--- src/rtl/xor_mismatch_counter.sv ---
// rtl/xor_mismatch_counter.sv - framed Hamming-distance accumulator over serial a/b bit pairs
module xor_mismatch_counter #(
  parameter int W      = 8,
  parameter int THRESH = 3,
  parameter int MAXLEN = 16
) (
  input  logic         clk,
  input  logic         rst,
  input  logic         start,
  input  logic         valid,
  input  logic         a,
  input  logic         b,
  input  logic         last,
  output logic         x,
  output logic         busy,
  output logic         done,
  output logic [W-1:0] count,
  output logic [W-1:0] nbits,
  output logic         err,
  output logic         sat,
  output logic         trunc
);

  typedef enum logic [1:0] {IDLE, RUN, DONE} state_t;

  localparam logic [W-1:0] CNT_MAX = '1;
  localparam logic [W-1:0] LEN_MAX = W'(MAXLEN);

  state_t       state, state_n;
  logic         x_n, busy_n, done_n, err_n, sat_n, trunc_n;
  logic [W-1:0] count_n, nbits_n, nbits_inc;
  logic         mis;

  // Next-state and next-output computation; every output is registered below.
  always_comb begin
    state_n   = state;
    x_n       = x;
    busy_n    = busy;
    done_n    = 1'b0;
    count_n   = count;
    nbits_n   = nbits;
    err_n     = err;
    sat_n     = sat;
    trunc_n   = trunc;
    mis       = a ^ b;
    nbits_inc = nbits + W'(1);
    case (state)
      IDLE: begin
        if (start) begin
          state_n = RUN;
          busy_n  = 1'b1;
          x_n     = 1'b0;
          count_n = '0;
          nbits_n = '0;
          err_n   = 1'b0;
          sat_n   = 1'b0;
          trunc_n = 1'b0;
        end
      end
      RUN: begin
        if (valid) begin
          x_n     = mis;
          nbits_n = nbits_inc;
          if (mis) begin
            if (count == CNT_MAX) sat_n = 1'b1;
            else                  count_n = count + W'(1);
          end
          // Frame closes on last or on the MAXLEN-th bit; err uses the count including this bit.
          if (last || nbits_inc == LEN_MAX) begin
            state_n = DONE;
            busy_n  = 1'b0;
            done_n  = 1'b1;
            trunc_n = !last;
            err_n   = (32'(count_n) >= 32'(THRESH));
          end
        end
      end
      DONE: begin
        state_n = IDLE;
      end
      default: begin
        state_n = IDLE;
        busy_n  = 1'b0;
      end
    endcase
  end

  // State and output registers with synchronous reset overriding everything.
  always_ff @(posedge clk) begin
    if (rst) begin
      state <= IDLE;
      x     <= 1'b0;
      busy  <= 1'b0;
      done  <= 1'b0;
      count <= '0;
      nbits <= '0;
      err   <= 1'b0;
      sat   <= 1'b0;
      trunc <= 1'b0;
    end else begin
      state <= state_n;
      x     <= x_n;
      busy  <= busy_n;
      done  <= done_n;
      count <= count_n;
      nbits <= nbits_n;
      err   <= err_n;
      sat   <= sat_n;
      trunc <= trunc_n;
    end
  end

endmodule

--- config.mk ---
export PLATFORM = sky130hd
export DESIGN_NAME = xor_mismatch_counter
export DESIGN_NICKNAME = d
export VERILOG_FILES = /design/src/rtl/xor_mismatch_counter.sv
export SDC_FILE = /design/constraint.sdc
export NUM_CORES = 1
export LEC_CHECK = 0
export BUFFER_PORTS_ARGS = -buffer_cell sky130_fd_sc_hd__clkbuf_2
export CAP_MARGIN = 0
export CORE_MARGIN = 10
export CORE_UTILIZATION = 53
export DETAILED_ROUTE_END_ITERATION = 6
export PLACE_DENSITY_LB_ADDON = 0.12
export SLEW_MARGIN = 10
export SYNTH_ARGS = -nofsm -noshare
export SYNTH_HDL_FRONTEND = slang
export SYNTH_SLANG_ARGS = --single-unit
export TNS_END_PERCENT = 100
--- constraint.sdc ---
create_clock -name clk -period 2.4 [get_ports clk]
set_clock_uncertainty 0.2 [all_clocks]
set_input_delay 0.12 -clock clk [delete_from_list [all_inputs] [get_ports clk]]
set_output_delay 0.12 -clock clk [all_outputs]
set_load 0.02 [all_outputs]
==> results_dict.tcl, run 1 <==
set metrics [dict create \
    syn_area_um2 1359 \
    drcViolationCount 0 \
    synthDistinctLibCells 47 \
    grt_max_degree 21 \
    start_kind "register" \
    synth_top_area_share_pct 35.36 \
    critPathTopFamily "simple AND/OR/NAND/NOR gates" \
    busiest_layer "met2" \
    diodes 0 \
    synth-seq-cells 24 \
    critical_path.slowest_cell "dfxtp_1" \
    cts_setup_buffers 0 \
    yosys-top-cells-area "dfxtp_1 (35%), nor2_1 (5.2%), a21oi_1 (5.2%), nand2_1 (4.7%), a31oi_4 (3.1%)" \
    antenna_found_initial 0 \
    htreeDepth 1 \
    finalMaxSlewViolations 0 \
    gp_congestion 0.8940 \
    path_buf_inv 0 \
    path_max_fanout 7 \
    syn2layout_area_growth_pct 16.11 \
    grt_pass1_vias 1202 \
    vias 1313 \
    fin_crit_sh_pct 92.07 \
    synth-seq-area-share_pct 35.36 \
    fp-row-count 18 \
    met3_usage_pct 4.045 \
    fillerInstances 237 \
    postSynth.asyncResetShare_pct 0 \
    worstSkewPairLatency_ps 310 \
    fp.dieW_um 70.64 \
    die_h_um 70.64 \
    port_buffers 28 \
    ios 29 \
    cts-resized-gates 0 \
    drt_iter0_markers 86 \
    vdd_drop_max_mv 0.2500 \
    syn-num-nets 175 \
    clkTransAtPathRegs_ps 130 \
    setup_viol_count_final 0 \
    layout.nets 207 \
    grtUsageMet2_pct 21.26 \
    cp_cell_sequence "ha_1 -> nand2_1 -> nor2_2 -> and4_4 -> mux2_1 -> nor4_2 -> o32ai_1" \
    final_antenna_net_count 0 \
    synth_edf_count 0 \
    worstMarginPinSlew_ps 412.7 \
    cts_root_buf "clkbuf_4" \
    cp_slowest_stage_delay_ps 460 \
    synth_top_area_cell "dfxtp_1" \
    cts_buffers 3 \
    firstDrtPassIters 4 \
    coreArea_um2 2455 \
    hold_class "in -> reg" \
    clockBufferDepth 2 \
    path_class "reg -> reg" \
    fin_util_pct 64.27 \
    die_area_um2 4989 \
    fmax_mhz 452.6 \
    dp_hpwl_um 2485 \
    crit_path_end_kind "register" \
    avgSynthCellArea_um2 8.186 \
    slew_headroom_pct 72.49 \
    grt_setup_unrepaired "no" \
    pwr_density_cell_nw_per_um2 433.3 \
    maxCapViolations 0 \
    tns_ps 0 \
    start_util_pct 55.35 \
    status "complete, no violations" \
    finalCriticalPeriod_ps 2210 \
    viasPerCell 5.810 \
    hold_viol_final 0 \
    critPathRequiredTime_ps 2390 \
    use_met1_pct 16.61 \
    cts_tree "yes" \
    netlist_instances 166 \
    synthFlopType "dfxtp_1" \
    yosys_warnings 0 \
    grt_pass1_wl_um 5658 \
    crit_arrival_ps 2200 \
    cts_sinks 24 \
    track_usage_pct 13.15 \
    drive_gt1_share_pct 22.96 \
    p_leak_nw 0.6249 \
    wl_per_cell_um 15.12 \
    grt.overflow.total 0 \
    wl_um 3416 \
]
path summary, 6_finish.rpt:
kind / from / end / slack (ps) / cells after the start
worst max-delay path: count[0] / err / 190 / 7
worst min-delay path: rst / nbits[2] / 60 / 2
worst max register to register: count[0] / err / 190 / 7
worst min register to register: trunc / trunc / 290 / 2
per-stage QoR:
stage,area [um^2],hold slack [ps],total power [W],worst slack (ps),instances
after floorplan,1359,18.96,0.0004799,106.0,166
after global placement,1525,172.0,0.0005092,299.3,220
after detailed placement,1525,176.1,0.0005111,211.2,220
after CTS,1578,57.21,0.0006911,187.4,226
after global routing,1578,64.86,0.0007175,29.85,226
final,1578,64.77,0.0006836,190.3,226
state kept, by name, indices dropped and copies added (netlist names):
name and flops:
busy 1, nbits 8, count 8, x 1, sat 1, trunc 1
err 1, state 2, done 1
cell families after synthesis:
kind of cell | Yosys count | share of synthesized area, %
flops | 24 | 35.36
compound gates | 46 | 24.13
mux | 2 | 1.565
simple gates | 71 | 28.27
fa+ha+maj | 2 | 1.841
xor+xnor | 6 | 3.867
buf+inv | 15 | 4.972
area by class of cell:
class	instances	area, um^2	area share (%)
Multi-Input combinational cell	127	810.8	51.39
Sequential cell	24	480.5	30.45
Timing Repair Buffer	35	200.2	12.69
Tap cell	30	37.54	2.379
Inverter	7	26.28	1.665
Clock buffer	3	22.52	1.427
routing by layer:
layer | up-vias | routed length, um
li1 | 662 | -
met1 | 608 | 1533
met2 | 41 | 1616
met3 | 2 | 254
met4 | 0 | 13
met5 | - | 0
layout by cell type (no fill, tap or decap), types with 4 or more instances in the layout:
master and n:
nor3_1 7, o21ai_0 8, a21oi_1 14, dfxtp_1 24, clkbuf_2 28, inv_1 7, nand2_1 17, a31oi_1 4
nor2_1 19, xnor2_1 4, nand3_1 5, buf_4 4
what timing repair did:
action                                  in CTS  in global routing
hold buffers                                 3                  0
hold endpoints to repair                     3                  0
endpoints found under the setup margin       0                  0
report_power, final:
part | switching (W) | internal [W] | total, W
Clock | 0.000118 | 0.0000586 | 0.000177
Combinational | 0.0000606 | 0.0000339 | 0.0000945
Sequential | 0.00000729 | 0.000405 | 0.000413
Total | 0.000186 | 0.000498 | 0.000684
Yosys cell counts (all sizes together) (4+ instances only):
library cell / number
clkbuf: 6
nand3: 5
o21ai: 9
xnor2: 4
inv: 7
dfxtp: 24
nor3: 8
nand2: 17
a31oi: 6
nor2: 20
a21oi: 14
worst reg2reg max path: cells and delay by family (launching register included):
kind	cells	cell delay (ps)
adder cells (fa/ha/maj)	1	210
multiplexers	1	330
flip-flops	1	460
AO/OA/AOI/OAI	1	120
AND/OR/NAND/NOR	4	770
Note: power is estimated with default switching activity, not from simulation.
==> inputs of run 2 (changes only) <==
--- a/config.mk
+++ b/config.mk
@@ -11,7 +11,8 @@
 export CORE_UTILIZATION = 53
 export DETAILED_ROUTE_END_ITERATION = 6
 export PLACE_DENSITY_LB_ADDON = 0.12
-export SLEW_MARGIN = 10
+export SETUP_SLACK_MARGIN = 0.3
+export SLEW_MARGIN = 30
 export SYNTH_ARGS = -nofsm -noshare
 export SYNTH_HDL_FRONTEND = slang
 export SYNTH_SLANG_ARGS = --single-unit
==> results_dict.tcl, run 2 (same netlist as run 1, synthesis figures left out) <==
set metrics [dict create \
    status "complete, no violations" \
    hold_viol_final 0 \
    start_kind "register" \
    antenna_found_initial 0 \
    die_area_um2 4989 \
    wl_met1_um 1663 \
    reg2reg_depth 7 \
    r2r-start "count[1]" \
    critical_path.slowest_cell "dfxtp_4" \
    top_layer "met4" \
    fmax_mhz 507.2 \
    coreArea_um2 2455 \
    path_buf_inv 0 \
    final_common_cell "clkbuf_2" \
    r2r_setup_slack_ps 430 \
    critPathTopFamily "simple AND/OR/NAND/NOR gates" \
    maxCapViolations 0 \
    start_util_pct 55.35 \
    cts_root_buf "clkbuf_4" \
    fp.dieW_um 70.64 \
    cp_cell_sequence "ha_4 -> nand2_2 -> nor2_4 -> and4_4 -> mux2_1 -> nor4_2 -> o32ai_1" \
    ios 29 \
    worstMarginPinSlew_ps 571.6 \
    setup_viol_count_final 0 \
    clkTransAtPathRegs_ps 130 \
    place_area_um2 1525 \
    grt_max_degree 21 \
    cts_buffers 3 \
    port_buffers 28 \
    die_h_um 70.64 \
    cts_sinks 24 \
    final_antenna_net_count 0 \
    track_usage_pct 13.27 \
    syn2layout_area_growth_pct 20.99 \
    clockBufferDepth 2 \
    gp_congestion 0.8106 \
    cp_slowest_stage_delay_ps 400 \
    worstHoldPathCells 2 \
    holdPathEnd "nbits[2]" \
    finalMaxSlewViolations 0 \
    path_max_fanout 5 \
    hold_class "in -> reg" \
    firstDrtPassIters 4 \
    dp_hpwl_um 2475 \
    wl_per_cell_um 15.05 \
    grt_pass1_wl_um 5720 \
    diodes 0 \
    vdd_drop_max_mv 0.2751 \
    wl_um 3432 \
    crit_path_end_kind "register" \
    layout.nets 209 \
    grt_setup_unrepaired "no" \
    htreeDepth 1 \
    wl_met3_um 172 \
    critPathRequiredTime_ps 2400 \
    fillerInstances 219 \
    drt_iter0_markers 78 \
    path_class "reg -> reg" \
    p_leak_nw 0.6365 \
    vias 1319 \
    worstSkewPairLatency_ps 310 \
    grt.overflow.total 0 \
    fin_crit_sh_pct 82.16 \
    drive_gt1_share_pct 31.31 \
    finalInstanceArea_um2 1644 \
    grt_pass1_vias 1217 \
    crit_arrival_ps 1970 \
    most-common-layout-cells "clkbuf_2 (28), nor2_1 (19), nand2_1 (16)" \
    dr_wl_met2_um 1558 \
    tns_ps 0 \
    cts_tree "yes" \
    r2r_end "err" \
    holdCritStartpoint "rst" \
    viasPerCell 5.785 \
    finalCriticalPeriod_ps 1972 \
    drcViolationCount 0 \
    largestRegisters "count: 8 flops, nbits: 8 flops, state: 2 flops" \
    slew_headroom_pct 61.62 \
    fp-row-count 18 \
    pwr_density_cell_nw_per_um2 417.4 \
]
==> run 2: cell count changes in the layout (fill, tap and decap cells not counted), moves of 2 or more <==
cell,before,now
dfxtp_1,24,14
dfxtp_4,0,2
dfxtp_2,0,8
buf_4,4,6
ha_1,2,0
==> run 2: final cells by class <==
cell class,instances,area [um^2],area share (%)
sequential,24,498.0,30.29
tap,30,37.54,2.283
multi-input combinational,127,844.6,51.37
timing repair buffer,37,215.2,13.09
inverter,7,26.28,1.598
clock buffer,3,22.52,1.370
==> run 2: worst max path at each step <==
stage / to / depth (start not counted) / startpoint / slack, ps
4_1_cts: err / 7 / count[1] / 310
3_3_place_gp: err / 7 / count[0] / 340
2_1_floorplan: err / 7 / count[0] / 320
6_report: err / 7 / count[1] / 430
5_1_grt: err / 6 / count[4] / 310
3_5_place_dp: err / 7 / count[0] / 280
==> run 2: power by group <==
part | leakage (nW) | switching, W | total [W] | internal, W
Sequential | 0.200 | 0.00000728 | 0.000411 | 0.000404
Clock | 0.0138 | 0.000117 | 0.000176 | 0.0000586
Combinational | 0.423 | 0.0000633 | 0.0000993 | 0.0000360
Total | 0.636 | 0.000188 | 0.000686 | 0.000498
==> run 2: layer usage <==
| layer | track usage, % | vias up |
|---|---|---|
| met5 | 0 | - |
| met3 | 3.905 | 6 |
| met2 | 20.76 | 29 |
| met1 | 17.01 | 615 |
| met4 | 4.301 | 0 |
| li1 | - | 669 |
==> run 2: repair_timing <==
item	CTS	global route
endpoints found under the hold margin	3	0
gates resized for setup	2	13
hold buffers	3	0
endpoints found under the setup margin	1	4
pin swaps	0	2
gates cloned	0	0
buffers inserted	0	4
==> run 2: per-stage QoR <==
step	cells	worst slack, ps	power [W]	util, %	hold slack (ps)
after global placement	218	339.7	0.0005101	62.13	171.2
after CTS	224	313.2	0.0006854	64.58	55.33
final	228	428.2	0.0006862	66.97	54.49
after global routing	228	314.3	0.0007159	66.97	50.02
after detailed placement	218	283.0	0.0005126	62.13	176.3
after floorplan	166	322.7	0.0004807	-	18.96
==> inputs of run 3 (changes only) <==
--- a/config.mk
+++ b/config.mk
@@ -5,10 +5,11 @@
 export SDC_FILE = /design/constraint.sdc
 export NUM_CORES = 1
 export LEC_CHECK = 0
+export ABC_AREA = 1
 export BUFFER_PORTS_ARGS = -buffer_cell sky130_fd_sc_hd__clkbuf_2
 export CAP_MARGIN = 0
 export CORE_MARGIN = 10
-export CORE_UTILIZATION = 53
+export CORE_UTILIZATION = 48
 export DETAILED_ROUTE_END_ITERATION = 6
 export PLACE_DENSITY_LB_ADDON = 0.12
 export SETUP_SLACK_MARGIN = 0.3
==> constraint.sdc (replaced) <==
create_clock -name clk -period 1.7 [get_ports clk]
set_clock_uncertainty 0.2 [all_clocks]
set_input_delay 0.085 -clock clk [delete_from_list [all_inputs] [get_ports clk]]
set_output_delay 0.085 -clock clk [all_outputs]
set_load 0.02 [all_outputs]
==> results_dict.tcl, run 3 <==
set metrics [dict create \
    status "finished with violations" \
    failed_checks "negative hold slack, negative setup slack" \
    synth_most_common_cell "nand2_1" \
    worstMarginPinSlew_ps 498.2 \
    cts_root_buf "clkbuf_4" \
    fin_crit_sh_pct 101.7 \
    syn2layout_area_growth_pct 50.83 \
    syn_area_um2 1359 \
    postSynth.asyncResetShare_pct 0 \
    fin_ws_ps -29.46 \
    critPathRequiredTime_ps 1720 \
    coreArea_um2 2734 \
    die_area_um2 5359 \
    worstSkewPairLatency_ps 310 \
    grt_setup_unrepaired "yes" \
    synth_top_area_share_pct 35.36 \
    yosys_warnings 0 \
    grt_pass1_vias 1508 \
    drt_iter0_markers 115 \
    p_leak_nw 0.9146 \
    port_buffers 28 \
    maxCapViolations 0 \
    start_util_pct 49.70 \
    wl_um 4046 \
    final_common_cell "nand2_1" \
    fp-row-count 19 \
    path_max_fanout 4 \
    track_usage_pct 14.09 \
    avgSynthCellArea_um2 6.863 \
    wl_per_cell_um 14.25 \
    pre_cts_ws_ps -74.87 \
    worstSetupStartpoint "nbits[1]" \
    crit_path_end_kind "register" \
    r2r-start "nbits[1]" \
    htreeDepth 1 \
    die_h_um 73.21 \
    finalCriticalPeriod_ps 1729 \
    synth-seq-cells 24 \
    ios 29 \
    cts_tree "yes" \
    viasPerCell 5.352 \
    grt_max_degree 18 \
    synth_top_area_cell "dfxtp_1" \
    slew_headroom_pct 66.62 \
    synthDistinctLibCells 32 \
    path_class "reg -> reg" \
    yosys-top-cells-area "dfxtp_1 (35%), nand2_1 (15%), nand3_1 (7.0%), a21oi_1 (6.6%), inv_1 (6.1%)" \
    final_antenna_net_count 0 \
    cts_hold_buffers 3 \
    hold_viol_final 2 \
    finalMaxSlewViolations 0 \
    start_kind "register" \
    synth-seq-area-share_pct 35.36 \
    holdCritStartpoint "valid" \
    clockBufferDepth 2 \
    fmax_mhz 578.2 \
    antenna_found_initial 0 \
    hold_class "in -> reg" \
    grt_pass1_wl_um 6382 \
    largestRegisters "count: 8 flops, nbits: 8 flops, state: 2 flops" \
    layout.nets 264 \
    drcViolationCount 0 \
    diodes 0 \
    synthFlopType "dfxtp_1" \
    netlist_instances 198 \
    dp_hpwl_um 2674 \
    finalPower_w 0.001031 \
    cts_buffers 3 \
    syn-num-nets 207 \
    vias 1520 \
    fp.dieW_um 73.21 \
    vdd_drop_max_mv 0.4388 \
    grt.overflow.total 0 \
    pwr_density_cell_nw_per_um2 502.8 \
    setup_viol_count_final 3 \
    cts_sinks 24 \
    most-common-layout-cells "nand2_1 (43), clkbuf_2 (27), inv_1 (22)" \
    drive_gt1_share_pct 51.78 \
    holdWs_ps -63.67 \
    firstDrtPassIters 4 \
    synth_edf_count 0 \
    crit_arrival_ps 1740 \
    gp_congestion 0.8482 \
    yosys-top-cells-count "nand2_1 (56), dfxtp_1 (24), inv_1 (22)" \
    clkTransAtPathRegs_ps 130 \
]
run 3: logic make-up after synthesis:
family | after synthesis | share of synthesized area [%]
DFF | 24 | 35.36
xor gates and xnor gates | 3 | 2.487
AOI/OAI and AO/OA | 32 | 13.91
adders and majority gates | 2 | 1.841
and+or+nand+nor | 108 | 38.21
buffers and inverters | 29 | 8.195
run 3: final cells by class:
cell class / count / area [um^2]
inverter: 25 / 93.84
timing repair buffer: 56 / 382.9
sequential: 24 / 514.2
fill: 206 / 684.4
clock buffer: 3 / 22.52
tap: 31 / 38.79
multi-input combinational: 145 / 997.2
run 3: report_power, final:
group / internal (W) / switching [W]
Sequential: 0.000565 / 0.0000101
Combinational: 0.0000843 / 0.000127
Clock: 0.0000827 / 0.000161
Total: 0.000732 / 0.000299
run 3: routing by layer:
layer	GRT usage [%]	vias up	part of all wire (%)
li1	-	755	-
met1	16.33	712	42
met2	24.07	45	51
met3	2.993	8	5.4
met4	6.118	0	1.8
met5	0	-	0
run 3: worst paths after layout:
kind                            endpoint  slack, ps  depth (start not counted)
worst max register to register  state[0]        -30                         12
worst min register to register      busy        280                          2
worst min-delay path            state[0]        -60                          4
worst max-delay path            state[0]        -30                         12
run 3: timing repair:
item / CTS / global route
pin swaps: 15 / 28
hold endpoints to repair: 23 / 2
setup buffers: 12 / 6
gates resized for setup: 17 / 40
setup endpoints to repair: 24 / 26
run 3: per-stage QoR:
| stage | TNS (ps) | hold WS, ps | cells | area [um^2] | util [%] |
|---|---|---|---|---|---|
| 2_1_floorplan | 0 | 53.78 | 198 | 1443 | - |
| 3_3_place_gp | 0 | 175.6 | 260 | 1654 | 60.50 |
| 3_5_place_dp | -177.7 | 189.3 | 260 | 1654 | 60.50 |
| 4_1_cts | -85.63 | -59.19 | 278 | 1866 | 68.24 |
| 5_1_grt | -657.1 | -43.74 | 284 | 2049 | 74.97 |
| 6_report | -62.19 | -63.67 | 284 | 2049 | 74.97 |
run 3: worst max-delay path: stages (launching register included):
cell	delay, ps
dfxtp_4	380
ha_4	140
nand2_4	60
nor2_4	120
nand2_1	60
nand2_1	80
nand2_2	70
nor2_4	100
nand3_4	110
nand3_2	90
o21ai_2	50
o21ai_1	120
inv_1	50
